--- src/rtl/mem_port_arbiter_if.sv ---
// Bus bundle between the fetch/load-store requesters, the memory port and mem_port_arbiter.
// The arbiter uses the slave view; the requesters and memory model use the master view.
interface mem_port_arbiter_if #(
  parameter int AW = 64,
  parameter int DW = 64
);
  logic          i_req;
  logic [AW-1:0] i_addr;
  logic          i_ack;
  logic          d_req;
  logic          d_we;
  logic [AW-1:0] d_addr;
  logic [DW-1:0] d_wd;
  logic          d_ack;
  logic [DW-1:0] rdata;
  logic          err;
  logic          mem_we;
  logic [AW-1:0] mem_a;
  logic [DW-1:0] mem_wd;
  logic [DW-1:0] mem_rd;

  modport slave (
    input  i_req, i_addr, d_req, d_we, d_addr, d_wd, mem_rd,
    output i_ack, d_ack, rdata, err, mem_we, mem_a, mem_wd
  );

  modport master (
    output i_req, i_addr, d_req, d_we, d_addr, d_wd, mem_rd,
    input  i_ack, d_ack, rdata, err, mem_we, mem_a, mem_wd
  );
endinterface

--- src/rtl/mem_port_arbiter.sv ---
// Shares one 64-bit memory port between instruction fetch (read-only) and load/store.
// Each access runs IDLE -> BUSY -> ACK; read data is registered, misaligned accesses are flagged.
//
//   state | meaning
//   IDLE  | waiting for a request; arbitrates and latches the granted access
//   BUSY  | memory port driven for one cycle; read data captured on the closing edge
//   ACK   | owner's ack pulse high; requests are not sampled
module mem_port_arbiter #(
  parameter int AW = 64,
  parameter int DW = 64,
  parameter bit RR = 1'b1
) (
  input logic                clk,
  input logic                reset,
  mem_port_arbiter_if.slave  bus
);

  typedef enum logic [1:0] {IDLE, BUSY, ACK} state_t;
  typedef enum logic {OWN_I = 1'b0, OWN_D = 1'b1} owner_t;

  state_t        state_q, state_d;
  owner_t        owner_q, owner_d;
  owner_t        last_q, last_d;
  logic [AW-1:0] addr_q, addr_d;
  logic [DW-1:0] wd_q, wd_d;
  logic          we_q, we_d;
  logic          bad_q, bad_d;
  logic [DW-1:0] rdata_q, rdata_d;
  logic          i_ack_q, i_ack_d;
  logic          d_ack_q, d_ack_d;
  logic          err_q, err_d;

  owner_t        sel;
  logic [AW-1:0] sel_addr;
  logic          sel_we;

  always_ff @(posedge clk or posedge reset) begin
    if (reset) begin
      state_q <= IDLE;
      owner_q <= OWN_I;
      last_q  <= OWN_D;
      addr_q  <= '0;
      wd_q    <= '0;
      we_q    <= 1'b0;
      bad_q   <= 1'b0;
      rdata_q <= '0;
      i_ack_q <= 1'b0;
      d_ack_q <= 1'b0;
      err_q   <= 1'b0;
    end else begin
      state_q <= state_d;
      owner_q <= owner_d;
      last_q  <= last_d;
      addr_q  <= addr_d;
      wd_q    <= wd_d;
      we_q    <= we_d;
      bad_q   <= bad_d;
      rdata_q <= rdata_d;
      i_ack_q <= i_ack_d;
      d_ack_q <= d_ack_d;
      err_q   <= err_d;
    end
  end

  always_comb begin
    state_d  = state_q;
    owner_d  = owner_q;
    last_d   = last_q;
    addr_d   = addr_q;
    wd_d     = wd_q;
    we_d     = we_q;
    bad_d    = bad_q;
    rdata_d  = rdata_q;
    i_ack_d  = i_ack_q;
    d_ack_d  = d_ack_q;
    err_d    = err_q;
    sel      = OWN_I;
    sel_addr = bus.i_addr;
    sel_we   = 1'b0;

    case (state_q)
      IDLE: begin
        if (bus.i_req || bus.d_req) begin
          // On conflict, round-robin favours whoever was not served last
          if (bus.i_req && bus.d_req) begin
            if (RR) sel = (last_q == OWN_D) ? OWN_I : OWN_D;
            else    sel = OWN_D;
          end else begin
            sel = bus.d_req ? OWN_D : OWN_I;
          end
          sel_addr = (sel == OWN_D) ? bus.d_addr : bus.i_addr;
          sel_we   = (sel == OWN_D) && bus.d_we;
          owner_d  = sel;
          last_d   = sel;
          addr_d   = sel_addr;
          we_d     = sel_we;
          wd_d     = bus.d_wd;
          // Writes are 8-byte granular; reads only need 4-byte alignment
          bad_d    = (sel_addr[1:0] != 2'b00) || (sel_we && sel_addr[2]);
          state_d  = BUSY;
        end
      end
      BUSY: begin
        if (!we_q && !bad_q) rdata_d = bus.mem_rd;
        i_ack_d = (owner_q == OWN_I);
        d_ack_d = (owner_q == OWN_D);
        err_d   = bad_q;
        state_d = ACK;
      end
      ACK: begin
        i_ack_d = 1'b0;
        d_ack_d = 1'b0;
        err_d   = 1'b0;
        state_d = IDLE;
      end
      default: begin
        i_ack_d = 1'b0;
        d_ack_d = 1'b0;
        err_d   = 1'b0;
        state_d = IDLE;
      end
    endcase
  end

  // Decoded straight from state so that reset removes the write strobe without waiting for a clock
  assign bus.mem_we = (state_q == BUSY) && we_q && !bad_q;
  assign bus.mem_a  = addr_q;
  assign bus.mem_wd = wd_q;
  assign bus.rdata  = rdata_q;
  assign bus.i_ack  = i_ack_q;
  assign bus.d_ack  = d_ack_q;
  assign bus.err    = err_q;

endmodule
--- src/flat_wrapper.sv ---
// flat-port wrapper written by rule: the top's interface ports become plain ports
module mem_port_arbiter_flat 
#(
  parameter int AW = 64,
  parameter int DW = 64,
  parameter bit RR = 1'b1
)
  (clk, reset, bus_i_req, bus_i_addr, bus_d_req, bus_d_we, bus_d_addr, bus_d_wd, bus_mem_rd, bus_i_ack, bus_d_ack, bus_rdata, bus_err, bus_mem_we, bus_mem_a, bus_mem_wd);
  mem_port_arbiter_if #(.AW(AW), .DW(DW)) bus_i ();
  input logic clk;
  input logic reset;
  input wire logic [$bits(bus_i.i_req)-1:0] bus_i_req;
  input wire logic [$bits(bus_i.i_addr)-1:0] bus_i_addr;
  input wire logic [$bits(bus_i.d_req)-1:0] bus_d_req;
  input wire logic [$bits(bus_i.d_we)-1:0] bus_d_we;
  input wire logic [$bits(bus_i.d_addr)-1:0] bus_d_addr;
  input wire logic [$bits(bus_i.d_wd)-1:0] bus_d_wd;
  input wire logic [$bits(bus_i.mem_rd)-1:0] bus_mem_rd;
  output wire logic [$bits(bus_i.i_ack)-1:0] bus_i_ack;
  output wire logic [$bits(bus_i.d_ack)-1:0] bus_d_ack;
  output wire logic [$bits(bus_i.rdata)-1:0] bus_rdata;
  output wire logic [$bits(bus_i.err)-1:0] bus_err;
  output wire logic [$bits(bus_i.mem_we)-1:0] bus_mem_we;
  output wire logic [$bits(bus_i.mem_a)-1:0] bus_mem_a;
  output wire logic [$bits(bus_i.mem_wd)-1:0] bus_mem_wd;
  assign bus_i.i_req = bus_i_req;
  assign bus_i.i_addr = bus_i_addr;
  assign bus_i.d_req = bus_d_req;
  assign bus_i.d_we = bus_d_we;
  assign bus_i.d_addr = bus_d_addr;
  assign bus_i.d_wd = bus_d_wd;
  assign bus_i.mem_rd = bus_mem_rd;
  assign bus_i_ack = bus_i.i_ack;
  assign bus_d_ack = bus_i.d_ack;
  assign bus_rdata = bus_i.rdata;
  assign bus_err = bus_i.err;
  assign bus_mem_we = bus_i.mem_we;
  assign bus_mem_a = bus_i.mem_a;
  assign bus_mem_wd = bus_i.mem_wd;
  mem_port_arbiter #(.AW(AW), .DW(DW), .RR(RR)) u_core (.clk(clk), .reset(reset), .bus(bus_i));
endmodule
--- config.mk ---
export PLATFORM = sky130hd
export DESIGN_NAME = mem_port_arbiter_flat
export DESIGN_NICKNAME = d
export VERILOG_FILES = /design/src/rtl/mem_port_arbiter_if.sv /design/src/rtl/mem_port_arbiter.sv /design/src/flat_wrapper.sv
export SDC_FILE = /design/constraint.sdc
export NUM_CORES = 1
export LEC_CHECK = 0
export CAP_MARGIN = 20
export CORE_AREA = 5 5 175 177
export DETAILED_ROUTE_END_ITERATION = 8
export DIE_AREA = 0 0 180 182
export GPL_ROUTABILITY_DRIVEN = 0
export HOLD_SLACK_MARGIN = 0.12
export PLACE_DENSITY = 0.74
export SYNTH_ARGS = -nofsm -noshare
export SYNTH_HDL_FRONTEND = slang
export SYNTH_SLANG_ARGS = --single-unit
--- constraint.sdc ---
create_clock -name clk -period 13.9 [get_ports clk]
set_input_delay 2.78 -clock clk [delete_from_list [all_inputs] [get_ports clk]]
set_output_delay 2.78 -clock clk [all_outputs]
set_load 0.01 [all_outputs]
### After elaboration in Yosys (flattened, before gate mapping)

Cells that the tools add are included.

| word-level totals | value |
|---|---|
| logic and storage cells | 39 |
| memories kept | 0 |
| output and inout port bits | 196 |
| memory bits (writable) | 0 |
| input port bits | 261 |
| flip-flop bits (word level) | 201 |
| bits in latches | 0 |
| memory bits (read-only) | 0 |

| cells by class | value |
|---|---|
| $lt $le $gt $ge | 0 |
| muxes and demuxes | 11 |
| eq/ne operators | 2 |
| shift-type cells | 0 |
| add/sub/neg operators | 0 |
| $mul | 0 |
| reduce and logical (&&, ||, !) cells | 14 |
| div/mod/pow operators | 0 |
| bitwise gates (word level) | 1 |

Operators with widths:

| kind | number |
|---|---|
| $mux 64 | 1 |
| $logic_and 1x1->1 | 6 |
| $pmux 1 s2 | 3 |
| $mux 1 | 5 |
| $pmux 2 s2 | 1 |
| $reduce_and 2->1 | 2 |
| $eq 2x1->1 const B | 1 |
| $logic_not 1->1 | 2 |
| $logic_not 2->1 | 1 |
| $logic_or 1x1->1 | 2 |
| $mux 2 | 1 |
| $ne 2x1->1 const B | 1 |
| $reduce_bool 2->1 | 1 |
| $not 1->1 | 1 |

### Longest topological paths before layout

Gate-level depths: netlist (run 1).

| logic depth | value |
|---|---|
| depth after elaboration | 7 |
| depth in mapped cells | 7 |
| depth with buffers taken out | 4 |

### Least setup slack after synthesis (run 1)

Ideal clock, no wire load.

| timing path | value |
|---|---|
| path kind | in2reg |
| start | input bus_d_req |
| end | register u_core.addr_q[10], in the netlist u_core.bus.mem_a[10] |
| slack | 9.938 ns |
| data arrival time | 3.837 ns |
| library setup time | 0.125 ns |
| stages on the path | 5 |
| path buffers | 2 |
| data required time | 13.775 ns |
| cell sequence | a21boi_2 -> buf_6 -> buf_6 -> mux2_4 -> mux2_4 |

| on the way | value |
|---|---|
| word-level cells in the longest chain between the ends | 5 |
| elaborated cells between the ends (all ways) | 8 |
| those cells by class | mux: 5; reduce/logical: 3 |

RTL lines:

| item | RTL line | source |
|---|---|---|
| start, declared | flat_wrapper.sv:14 | `input wire logic [$bits(bus_i.d_req)-1:0] bus_d_req;` |
| $mux 1 / $logic_and 1x1->1 (equally long branches) | mem_port_arbiter.sv:89, mem_port_arbiter.sv:85 |  |
| $mux 1 | mem_port_arbiter.sv:85 | `if (bus.i_req && bus.d_req) begin` |
| $mux 1 | mem_port_arbiter.sv:83 | `if (bus.i_req \|\| bus.d_req) begin` |
| $mux 1 | mem_port_arbiter.sv:81 | `case (state_q)` |
| $mux 64 | mem_port_arbiter.sv:91 | `sel_addr = (sel == OWN_D) ? bus.d_addr : bus.i_addr;` |
| end signal, assigned | mem_port_arbiter.sv:54 | `addr_q <= addr_d;` |
| end, declared | mem_port_arbiter.sv:24 | `logic [AW-1:0] addr_q, addr_d;` |

Several ways; a longest one is shown, not always the timed one. The select of a mux whose other input is x is not followed.
A chain may end at the register's enable or synchronous reset.

### Worst setup path in the final report (run 1)

| timing path | value |
|---|---|
| start | input bus_i_req |
| end | register u_core.addr_q[62], in the netlist u_core.bus.mem_a[62] |

| on the way | value |
|---|---|
| word-level cells in the longest chain between the ends | 5 |
| elaborated cells between the ends (all ways) | 7 |
| those cells by class | mux: 4; reduce/logical: 3 |

RTL lines:

| item | RTL line | source |
|---|---|---|
| start, declared | flat_wrapper.sv:12 | `input wire logic [$bits(bus_i.i_req)-1:0] bus_i_req;` |
| $logic_and 1x1->1 | mem_port_arbiter.sv:85 |  |
| $mux 1 | mem_port_arbiter.sv:85 |  |
| $mux 1 | mem_port_arbiter.sv:83 |  |
| $mux 1 | mem_port_arbiter.sv:81 |  |
| $mux 64 | mem_port_arbiter.sv:91 |  |

Several ways; a longest one is shown, not always the timed one. The select of a mux whose other input is x is not followed.

==> results of run 1 <==
==> power by group through the flow <==
stage               registers [mW]  clock network [mW]  logic [mW]
floorplan                     1.17                   0       0.560
global placement              1.05                   0        1.44
detailed placement            1.06                   0        1.45
CTS                           1.06               0.637        1.46
global route                  1.09               0.663        1.52
finish                        1.05               0.618        1.43
==> sequential cells by signal, summed over array words and instances (netlist names) <==
name and cells:
u_core.last_q 1, u_core.owner_q 1, u_core.bus.rdata 64, u_core.bus.d_ack 1, u_core.bad_q 1, u_core.bus.i_ack 1, u_core.bus.mem_a 64, u_core.bus.err 1
u_core.we_q 1, u_core.state_q 2, u_core.bus.mem_wd 64
==> worst max path at each step <==
| stage | depth (start not counted) | from | end | slack [ns] |
|---|---|---|---|---|
| 2_1_floorplan | 1 | reset | u_core.bad_q | 5.64 |
| 3_3_place_gp | 5 | bus_i_req | u_core.bus.mem_a[2] | 8.46 |
| 3_5_place_dp | 5 | bus_i_req | u_core.bus.mem_a[0] | 8.44 |
| 4_1_cts | 3 | u_core.state_q[0] | bus_mem_we | 8.98 |
| 5_1_grt | 5 | bus_d_req | u_core.bus.mem_a[0] | 8.86 |
| 6_report | 5 | bus_i_req | u_core.bus.mem_a[62] | 9.00 |
==> per-stage QoR <==
stage / cells / setup WS (ns) / power [mW] / instance area, um^2
2_1_floorplan: 517 / 5.64 / 1.74 / 8580
5_1_grt: 1380 / 8.86 / 3.27 / 14200
3_5_place_dp: 1338 / 8.44 / 2.51 / 13400
4_1_cts: 1380 / 8.98 / 3.15 / 14200
6_report: 1380 / 9.00 / 3.10 / 14200
3_3_place_gp: 1338 / 8.46 / 2.48 / 13400
==> synthesized netlist by cell type (2+ instances only) <==
cell,instances
and3_1,2
mux2_4,50
o21ai_0,2
mux2_2,134
mux2_1,71
buf_6,22
dfrtp_1,200
nand2b_1,2
inv_1,6
a21oi_1,2
nor2_1,4
a32oi_1,2
mux2i_1,3
buf_2,6
==> worst reg2reg max path: cells and delay by family, from the launching register on <==
kind | cells | cell delay [ns]
buf+inv | 2 | 1.34
flops | 1 | 0.47
mux | 1 | 0.46
simple gates | 1 | 0.26
compound gates | 1 | 0.15
==> final cells by class <==
type | count | area, um^2 | area share, %
flip-flops and latches | 201 | 5030 | 35.5
repair buffers | 460 | 4590 | 32.4
multi-input cells | 280 | 3240 | 22.9
clock buffers | 36 | 717 | 5.06
well taps | 390 | 488 | 3.44
clock inverters | 6 | 61.3 | 0.433
inverters | 7 | 38.8 | 0.274
==> kinds of logic (layout without fill, tap and decap cells) <==
kind of cell	after synthesis	after routing	synth area share, %
AND/OR/NAND/NOR	12	12	0.860
flip-flops	201	201	58.6
AO/OA/AOI/OAI	10	10	0.846
multiplexers	258	258	36.0
buffers and inverters	36	509	3.63
==> metal layers <==
layer	global-route usage (%)	part of all wire, %
met4	3.66	2.3
met3	5.55	8.4
met1	18.2	40
met5	0	0
met2	26.9	50
==> out/summary.txt, run 1 <==
period utilization - 35.3%
Util after Layout - 48.7%
logic gate share of total power - 46.2%
most common cell after layout, fill and taps aside - clkdlybuf4s50_1
CP Class - in -> reg
Pins Over Slew Limit - 0
IO Port Bufs - 456
hold buffers post-CTS - 0
Slew headroom - 28.6%
WHS - 0.484 ns
clock buffer depth - 3
r2r setup slk - 11.12 ns
WP data required - 14.30 ns
die area - 32,800 um^2
Avg Cell Area, Syn - 16.6 um^2
DR vias - 5,974
net count of the finished layout - 1,235
Routed Antenna Nets - 0
clock slew at reported path FFs - 0.06 ns
Seq/Total Area, Yosys - 58.6%
Die H - 182 um
final hold vios - 0
Hold Path Depth - 1
Main synth FF type - dfrtp_1
placed wire-length estimate - 19,700 um
Clk pwr share - 19.9%
total CTS buffers - 24
number of global-route vias before repair - 6,774
WL/cell - 19.1 um
worst path bufs/invs - 3
mapped cell area - 8580 um^2
CP Cell Sequence - clkdlybuf4s50_1 > o21ai_2 > inv_6 > buf_4 > mux2_2
vias per inst - 4.33
maximum vdd drop - 0.107 mV
H-tree levels - 1
Post CTS Setup Buffer Count - 0
layout cell share with drive strength beyond 1 - 23.4%
RSZ-0062 raised after global routing - false
Async SR Flop Fraction - 100%
part of the power in registers - 33.9%
root buf cell - clkbuf_16
sw frac - 30.6%
Slowest-stage cell, CP - buf_4
Post-CTS Resized - 0
first-pass GRT wire length - 40,400 um
CTS sink cnt - 201
status - finished clean
Reg-to-Reg Start - u_core.state_q[0]
Fmax - 204 MHz
Area growth syn-to-layout - 65.2%
Post-Route WL - 26,300 um
Hold WC Path Type - reg -> reg
endpoint type of the worst setup path - flip-flop
most frequent cells in the layout - 456 x clkdlybuf4s50_1, 200 x dfrtp_1, 134 x mux2_2, 71 x mux2_1, 50 x mux2_4
count of different cell masters after synthesis - 25
latest clock arrival within the worst-skew pair - 0.51 ns
CP peak stage delay - 0.83 ns
P_sw - 0.950 mW
PwrDens - 219 nW/um^2
TritonCTS clock tree - yes
CP Max Fanout - 71
arrival time at the worst endpoint - 5.30 ns
Yosys Warn Count - 0
critical path launch point type - primary input
Initial DRT Pass Iterations - 4
minimum clock period - 4.90 ns
Die Span X - 180 um
GRT overflow - 0
initial antenna violation count - 0
r2r endpoint - u_core.bus.mem_a[62]
R2R cell count - 5
share of the synthesized area in the top cell type - 58.3%
Starting Density - 29.5%
GRT Overall Usage - 15.4%
Placeable Area - 29,100 um^2
pin slew with the least headroom to its limit - 1.07 ns
WHS Endpoint - u_core.bus.mem_wd[25]
setup TNS - 0 ns
IO Count - 457
final setup vio count - 0
CP delay by family, top - buffers and inverters
Post-route DRC - 0
Max Cap Violations - 0
P_int - 2.15 mW
number of fill cells - 2,502
Gate Count Post-Synth - 517
largest net degree at the start of global routing - 133
Pleak - 5.85 nW
FP Rows - 63
EDFF count, synth - 0
Synthesized Nets - 778
n_diodes - 0
Setup Skew - 0.00971 ns
cell type with the highest aggregate area in the netlist - dfrtp_1
synth top area cells - dfrtp_1 58%, mux2_2 18%, mux2_1 9.3%
DRT iter0 DRCs - 134
Min-Delay Startpoint - u_core.bus.mem_wd[25]
#FFs+latches synth - 201
Note: power is estimated with default switching activity, not from simulation.
==> run 2: changes to the inputs <==
Settings changed: CORE_AREA 5 5 175 177 to not set, CORE_ASPECT_RATIO set to 0.5, CORE_MARGIN set to 5, CORE_UTILIZATION set to 36, DIE_AREA 0 0 180 182 to not set, PLACE_DENSITY 0.74 to 0.88.
Clock period 13.9 ns to 4.4 ns, I/O delays scaled along.
==> out/summary.txt, run 2 (synthesis results as in run 1) <==
largest net degree at the start of global routing - 96 (-28%)
r2r setup slk - 1.97 ns (-9.15 ns)
Slew headroom - 44.9% (+16 points)
arrival time at the worst endpoint - 1.98 ns (-3.32 ns)
most frequent cells in the layout - 456 x clkdlybuf4s50_1, 200 x dfrtp_1, 134 x mux2_2, 71 x mux2_1, 50 x mux2_4
register area - 5030 um^2 (unchanged)
CP Max Fanout - 5 (-93%)
CP Class - reg -> out
PwrDens - 702 nW/um^2 (+220%)
DR vias - 5,996 (+0.37%)
n_diodes - 0 (unchanged)
IO Count - 457 (unchanged)
Setup Skew - 0.00912 ns (-0.000592 ns)
Pins Over Slew Limit - 0 (unchanged)
Routed Antenna Nets - 0 (unchanged)
minimum clock period - 2.86 ns
status - finished clean
Post-route DRC - 0 (unchanged)
period utilization - 65.0%
setup TNS - 0 ns (unchanged)
placed wire-length estimate - 22,800 um (+16%)
H-tree levels - 1 (unchanged)
RSZ-0062 raised after global routing - false
Inst Count DP - 1,258 (-6.0%)
Placeable Area - 23,100 um^2 (-20%)
endpoint type of the worst setup path - primary output
Die H - 119 um (-35%)
Layout Cell Area excl Fill - 14,100 um^2 (-0.69%)
clock buffer depth - 3 (unchanged)
WL/cell - 22.6 um (+19%)
placed cell areas - 13,300 um^2 (-0.35%)
vias per inst - 4.63 (+7.0%)
Starting Density - 37.1% (+7.6 points)
GRT overflow - 0 (unchanged)
TritonCTS clock tree - yes
die area - 27,200 um^2 (-17%)
layout cell share with drive strength beyond 1 - 23.6% (+0.17 points)
pin slew with the least headroom to its limit - 0.827 ns (-0.244 ns)
most common cell after layout, fill and taps aside - clkdlybuf4s50_1
maximum vdd drop - 0.412 mV (+280%)
CTS sink cnt - 201 (unchanged)
hold buffers post-CTS - 0 (unchanged)
latest clock arrival within the worst-skew pair - 0.50 ns (about the same)
WP data required - 3.52 ns (-10.78 ns)
Post-Route WL - 29,300 um (+11%)
number of global-route vias before repair - 7,079 (+4.5%)
Die Span X - 228 um (+27%)
IO Port Bufs - 456 (unchanged)
Post-CTS Resized - 0 (unchanged)
post-route insts no fill - 1,294 (-6.2%)
net count of the finished layout - 1,234 (-0.081%)
first-pass GRT wire length - 44,100 um (+9.1%)
Area growth syn-to-layout - 64.1%
total CTS buffers - 20 (-17%)
DRT iter0 DRCs - 300 (+120%)
Hold WC Path Type - reg -> reg
initial antenna violation count - 0 (unchanged)
WHS - 0.486 ns (+0.00161 ns)
GRT Overall Usage - 20.7% (+5.3 points)
Post CTS Setup Buffer Count - 0 (unchanged)
Initial DRT Pass Iterations - 4 (unchanged)
clock slew at reported path FFs - 0.06 ns (about the same)
final setup vio count - 0 (unchanged)
Max Cap Violations - 0 (unchanged)
number of fill cells - 1,798 (-28%)
final hold vios - 0 (unchanged)
multi-input combinational cell area - 3240 um^2 (unchanged)
Fmax - 350 MHz
critical path launch point type - flip-flop
root buf cell - clkbuf_16
FP Rows - 39 (-38%)
Pleak - 5.86 nW (about the same)
==> run 2: cell count changes in the layout (fill, tap and decap cells not counted), sizes merged <==
cell    delta
inv        -1
bufinv     +3
clkbuf    -10
clkinv     +2
buf        +3
==> run 2: worst paths after layout <==
| check | startpoint | to | cells past startpoint |
|---|---|---|---|
| worst max-delay path | u_core.state_q[0] | bus_mem_we | 3 |
| worst min-delay path | u_core.bus.mem_a[32] | u_core.bus.mem_a[32] | 1 |
| worst max register to register | u_core.state_q[0] | u_core.bus.rdata[19] | 4 |
| worst min register to register | u_core.bus.mem_a[32] | u_core.bus.mem_a[32] | 1 |
| max in group asynchronous | reset | u_core.last_q | 3 |
| min in group asynchronous | reset | u_core.bus.rdata[40] | 2 |
==> run 2: worst max-delay path, cell delays in order, from the launching register on <==
cell and delay (ns):
dfrtp_1 0.50, nor2b_4 0.21, and3_1 0.18, clkdlybuf4s50_1 0.60
==> run 2: metal layers <==
layer,GRT usage [%],up-vias,wire length [um]
met5,0,-,0
met4,5.62,0,842
met3,3.66,54,797
met2,40.3,114,16700
met1,23.6,3088,11000
li1,-,2740,-
==> run 2: final cells by class <==
class	count	area share (%)
timing repair buffer	463	33.1
clock inverter	10	1.09
tap	307	2.73
inverter	7	0.249
sequential	201	35.7
multi-input combinational	280	23.0
clock buffer	26	4.08
==> run 2: stage by stage <==
step                      utilization (%)  setup WS [ns]  total power, mW
after floorplan                         -          0.918             5.48
after global placement               57.7           1.29             7.88
after detailed placement             57.7           1.18             8.06
after CTS                            60.9           1.50             10.0
after global routing                 60.9           1.45             10.4
final                                60.9           1.54             9.88
==> run 2: power breakdown <==
part	internal [mW]	leakage [nW]	switching, mW
registers	2.80	2.38	0.572
clock network	1.16	0.363	0.734
logic	2.82	3.12	1.79
total	6.79	5.86	3.10
==> RTL change 1, RTL diff (config.mk and constraints of run 2) <==
Encoding of `state_t`: now one-hot (3 bits for 3 states).
--- a/src/rtl/mem_port_arbiter.sv
+++ b/src/rtl/mem_port_arbiter.sv
@@ -17,3 +17,3 @@
 
-  typedef enum logic [1:0] {IDLE, BUSY, ACK} state_t;
+  typedef enum logic [2:0] {IDLE = 3'b001, BUSY = 3'b010, ACK = 3'b100} state_t;
   typedef enum logic {OWN_I = 1'b0, OWN_D = 1'b1} owner_t;
Behaviour: same outputs for any inputs over 4 cycles, from zero or initial values and one cycle with reset high; so few cycles prove little.
==> RTL change 1 against run 2 <==
- count of clock-buffer cells in the layout grew 4
- final area grew 0.27%
- die area is the same
- total power is 1.0% higher
- area after synthesis did not move
- sequential cell count grew 1
- wire length fell by 1.7%
- maximum frequency is 3.0% lower
- setup slack worse by 87 ps
==> RTL change 1: results (changes against run 2) <==
status:
  status: "finished clean"  # unchanged
clock_tree:
  clkTransAtPathRegs_ps: 70
  h-tree-depth: 1  # unchanged
  postCtsSetupBuffers: 0  # unchanged
  clkLatencyLatePin_ps: 490
  cts_buffers: 20  # unchanged
  clk_path_buf_depth: 3  # unchanged
  cts_resized: 0  # unchanged
  root_buffer: "clkbuf_16"  # unchanged
route:
  firstDrtPassIters: 4  # unchanged
  drt_iter0_drc: 218  # was 300
  wl_per_cell_um: 22.3  # was 22.6 µm
  routed_wl_mm: 28.8  # was 29.3 mm
  routed-via-count: 6093  # was 5996
global_route:
  antenna_found_initial: 1  # was 0
  grt_pass1_vias: 6866  # was 7079
  grt_use_total_pct: 20.2  # was 20.7%
  grt_pass1_wl_mm: 42.7  # was 44.1 mm
  grt_max_degree: 113  # was 96
final_layout:
  final_nets: 1231  # was 1234
  drive_gt1_share_pct: 30.9  # was 23.6%
  fill_cells: 1780  # was 1798
place:
  place_ws_ps: 1490  # was 1180 ps
  port_buffers: 456  # unchanged
  dp_cells: 1254  # was 1258
  placed_area_um2: 13400  # was 13300 µm²
  hpwl_mm: 22.6  # was 22.8 mm
yosys:
  synthCells: 514  # was 517
  async_flop_share_pct: 100  # unchanged
  ys_warn_count: 0  # unchanged
  yosys-top-cells-count: "200 x dfrtp_1, 199 x mux2_2, 60 x mux2_4, 18 x buf_2"  # was 200 x dfrtp_1, 134 x mux2_2, 71 x mux2_1, 50 x mux2_4, 22 x buf_6
  synth_top_cell_area_share_pct: 58.3  # unchanged
  postSynthAreaPerCell_um2: 16.7  # was 16.6 µm²
  ys_seq_area_share_pct: 59.0  # was 58.6%
  syn_nets: 775  # was 778
  synth_cell_types: 21  # was 25
  synth_area_leaders: "dfrtp_1 58%, mux2_2 26%, mux2_4 11%"  # was dfrtp_1 58%, mux2_2 18%, mux2_1 9.3%
  synth_flop_cell: "dfrtp_1"  # unchanged
worst_setup_path:
  cp_max_fo: 5  # unchanged
  reg2reg_depth: 4  # unchanged
  crit_arrival_ps: 2070  # was 1980 ps
sta:
  worstMarginPinSlew_ps: 780  # was 827 ps
  skew_ps: 10.0  # was 9.12 ps
power:
  leakage_nw: 5.95  # was 5.86 nW
  peakVddDrop_mv: 0.482  # was 0.412 mV
min_path:
  hold_class: "reg2reg"  # unchanged
  min_delay_path_depth: 1  # unchanged
## RTL change 1: cell count changes in the layout (fill, tap and decap cells not counted), sizes merged, moves of 3 or more
cell    change
clkbuf      +4
clkinv      -4
mux2        +4
a22oi       +3
o21ai       -3
## RTL change 1: kinds of logic (layout without fill, tap and decap cells)
logic type      after synthesis  after routing  share of synthesized area [%]
simple gates                 13             13                          0.817
flops                       202            202                           59.0
buf+inv                      33            502                           2.93
other cells                   0              1                              0
mux                         261            261                           36.9
compound gates                5              5                          0.438
## RTL change 1: final timing paths
check	startpoint	slack, ps	to
hold reg to reg	u_core.bus.mem_wd[58]$_DFFE_PP0P_	510	u_core.bus.mem_wd[58]$_DFFE_PP0P_
setup / recovery	u_core.state_q[2]$_DFFE_PP0P_	1450	bus_mem_we
setup reg to reg	u_core.state_q[2]$_DFFE_PP0P_	2200	u_core.bus.rdata[52]$_DFFE_PP0P_
max in group asynchronous	reset	2530	u_core.bus.mem_wd[29]$_DFFE_PP0P_
min in group asynchronous	reset	880	u_core.bus.mem_a[34]$_DFFE_PP0P_
hold / removal	u_core.bus.mem_wd[58]$_DFFE_PP0P_	510	u_core.bus.mem_wd[58]$_DFFE_PP0P_
## RTL change 1: worst max-delay path, cell delays in order, from the launching register on
cell and delay, ps:
dfrtp_1 430, or3b_4 400, nor3_1 150, clkdlybuf4s50_1 590
## RTL change 1: final cells by class
type                       count  area [µm²]  share of cell area [%]
multi-input combinational    279        3290                    23.3
sequential                   202        5060                    35.8
tap                          307         384                    2.72
antenna                        1        2.50                  0.0177
clock inverter                 5        78.8                   0.558
timing repair buffer         463        4670                    33.1
inverter                       4        18.8                   0.133
clock buffer                  30         609                    4.32
## RTL change 1: where the power goes
part | internal [mW] | leakage [nW] | total (mW) | switching (mW)
Clock | 1.08 | 0.340 | 1.80 | 0.727
Combinational | 3.02 | 3.25 | 4.78 | 1.76
Sequential | 2.83 | 2.36 | 3.40 | 0.574
## RTL change 1: layer usage
| metal | routed length (µm) | GRT usage, % |
|---|---|---|
| met5 | 0 | 0 |
| met4 | 777 | 5.51 |
| met3 | 1310 | 4.26 |
| met2 | 16400 | 39.5 |
| met1 | 10300 | 22.2 |
==> RTL change 2, RTL diff (config.mk and constraints of run 2) <==
Without the edit above. `RR` is set to 1'b1 in 2 places; all go to 1'b0.
--- a/src/rtl/mem_port_arbiter.sv
+++ b/src/rtl/mem_port_arbiter.sv
@@ -10,3 +10,3 @@
   parameter int DW = 64,
-  parameter bit RR = 1'b1
+  parameter bit RR = 1'b0
 ) (
--- a/src/flat_wrapper.sv
+++ b/src/flat_wrapper.sv
@@ -5,3 +5,3 @@
   parameter int DW = 64,
-  parameter bit RR = 1'b1
+  parameter bit RR = 1'b0
 )
Behaviour: not the same (a bounded check fails within 4 cycles, from zero or initial values and one cycle with reset high).
==> RTL change 2 against run 2 <==
- combinational power fell by 3%
- die area down 3.3%
- wire length is 4.2% lower
- area after synthesis is 3.5% lower
- total power fell by 5.5%
- sequential cell count down 1
- final area decreased by 2.7%
- setup slack better by 63 ps
- first-iteration DRC count up 5.3%
- clock power is 19% lower
- maximum frequency up 2.3%
- via count grew 8.9%
- count of clock-buffer cells in the layout fell by 6
==> RTL change 2: results (changes against run 2) <==
status:
  status: "finished clean"  # unchanged
worst_setup_path:
  cpLargestDelayFamily: "buffers and inverters"  # unchanged
  reg2reg_to: "u_core.bus.mem_wd[4]$_DFFE_PP0P_"  # was u_core.bus.rdata[19]$_DFFE_PP0P_
  crit_arrival_ps: 1920  # was 1980 ps
  r2r_slack_ps: 2380  # was 1970 ps
  reg2reg_depth: 5  # was 4
  worstReg2RegStart: "u_core.state_q[0]$_DFFE_PP0P_"  # unchanged
  cp_max_fo: 6  # was 5
global_route:
  grt_use_total_pct: 20.4  # was 20.7%
  grt_util_met1_pct: 24.6  # was 23.6%
  grt_max_degree: 70  # was 96
  gr-usage-met2_pct: 37.2  # was 40.3%
  use_met3_pct: 3.86  # was 3.66%
  grt_pass1_wl_mm: 41.1  # was 44.1 mm
  grt_pass1_vias: 7000  # was 7079
  antenna_found_initial: 0  # unchanged
yosys:
  synthXorXnorAreaFrac_pct: 0  # unchanged
  syn_nets: 849  # was 778
  synthMuxAreaShare_pct: 27.2  # was 36.0%
  synth_flop_cell: "dfrtp_1"  # unchanged
  yosys-top-cells-count: "200 x dfrtp_1, 121 x o21ai_0, 88 x mux2_2, 66 x mux2i_1, 40 x mux2_4"  # was 200 x dfrtp_1, 134 x mux2_2, 71 x mux2_1, 50 x mux2_4, 22 x buf_6
  synth_area_leaders: "dfrtp_1 60%, mux2_2 12%, mux2i_1 8.0%"  # was dfrtp_1 58%, mux2_2 18%, mux2_1 9.3%
  synth_cell_types: 26  # was 25
  ys_warn_count: 0  # unchanged
  synth_compound_area_share_pct: 8.27  # was 0.846%
  ys_seq_area_share_pct: 60.5  # was 58.6%
route:
  drt_iter0_drc: 316  # was 300
  dr_wl_met2_mm: 15.6  # was 16.7 mm
  firstDrtPassIters: 5  # was 4
  routed_wl_mm: 28.1  # was 29.3 mm
  routed-via-count: 6529  # was 5996
  wl_met1_mm: 10.8  # was 11.0 mm
  met3_length_mm: 1.04  # was 797 µm
sta:
  finalMaxSlewViolations: 0  # unchanged
  fmax_mhz: 358  # was 350 MHz
  skew_ps: 14.3  # was 9.12 ps
  max_slew_margin_pct: 27.3  # was 44.9%
min_path:
  min_to: "u_core.bus.rdata[12]$_DFFE_PP0P_"  # was u_core.bus.mem_a[32]$_DFFE_PP0P_
  min_delay_path_depth: 1  # unchanged
  hold_class: "reg2reg"  # unchanged
  min-delay-start: "u_core.bus.rdata[12]$_DFFE_PP0P_"  # was u_core.bus.mem_a[32]$_DFFE_PP0P_
clock_tree:
  cts_buffers: 17  # was 20
  h-tree-depth: 4  # was 1
  clkLatencyLatePin_ps: 440  # was 500 ps
  clk_path_buf_depth: 2  # was 3
final_layout:
  fill_cells: 1802  # was 1798
  final_nets: 1292  # was 1234
  drive_gt1_share_pct: 16.9  # was 23.6%
place:
  place_ws_ps: 1410  # was 1180 ps
  hpwl_mm: 22.2  # was 22.8 mm
power:
  peakVddDrop_mv: 0.307  # was 0.412 mV
  leakage_nw: 5.78  # was 5.86 nW
-- RTL change 2: cell types whose count changed in the layout (fill, tap and decap cells not counted), sizes merged, moves of 4 or more --
cell           run 2  this run
bufinv             4         0
o21ai              3       126
buf                7        12
mux2i              3        66
mux2             255       128
clkbuf            26        20
-- RTL change 2: cells by family (layout without fill, tap and decap cells) --
logic type | after synthesis | in the layout
flops | 200 | 200
compound gates | 133 | 133
buf+inv | 46 | 502
simple gates | 15 | 15
mux | 194 | 194
-- RTL change 2: worst max path at each step --
stage	startpoint	to	cells after the start
detailed placement	bus_i_req	u_core.bus.mem_wd[36]$_DFFE_PP0P_	6
finish	u_core.state_q[0]$_DFFE_PP0P_	bus_mem_we	3
floorplan	reset	u_core.bad_q$_DFFE_PP0P_	1
global placement	bus_i_req	u_core.bus.mem_wd[40]$_DFFE_PP0P_	6
CTS	u_core.state_q[0]$_DFFE_PP0P_	bus_mem_we	3
global route	u_core.state_q[1]$_DFFE_PP0P_	bus_mem_we	3
-- RTL change 2: layout make-up --
type	instances	area (µm²)	area share [%]
Sequential cell	200	5000	36.6
Timing Repair Buffer	467	4690	34.3
Multi-Input combinational cell	342	3030	22.1
Clock buffer	20	457	3.34
Tap cell	307	384	2.81
Clock inverter	12	106	0.777
Inverter	3	16.3	0.119
-- RTL change 2: stage by stage --
step	total power, mW	instance area, µm²	cells	utilization (%)	hold WS (ps)
detailed placement	7.87	13100	1319	57.7	495
global placement	7.70	13100	1319	57.7	488
floorplan	5.26	8280	588	-	481
CTS	9.44	13700	1351	60.2	510
global route	9.83	13700	1351	60.2	522
finish	9.34	13700	1351	60.2	505
-- RTL change 2: power breakdown --
part	internal, mW	switching, mW	leakage, nW
registers	2.77	0.553	2.41
logic	2.66	1.82	3.10
clock network	0.776	0.756	0.274
total	6.20	3.13	5.78
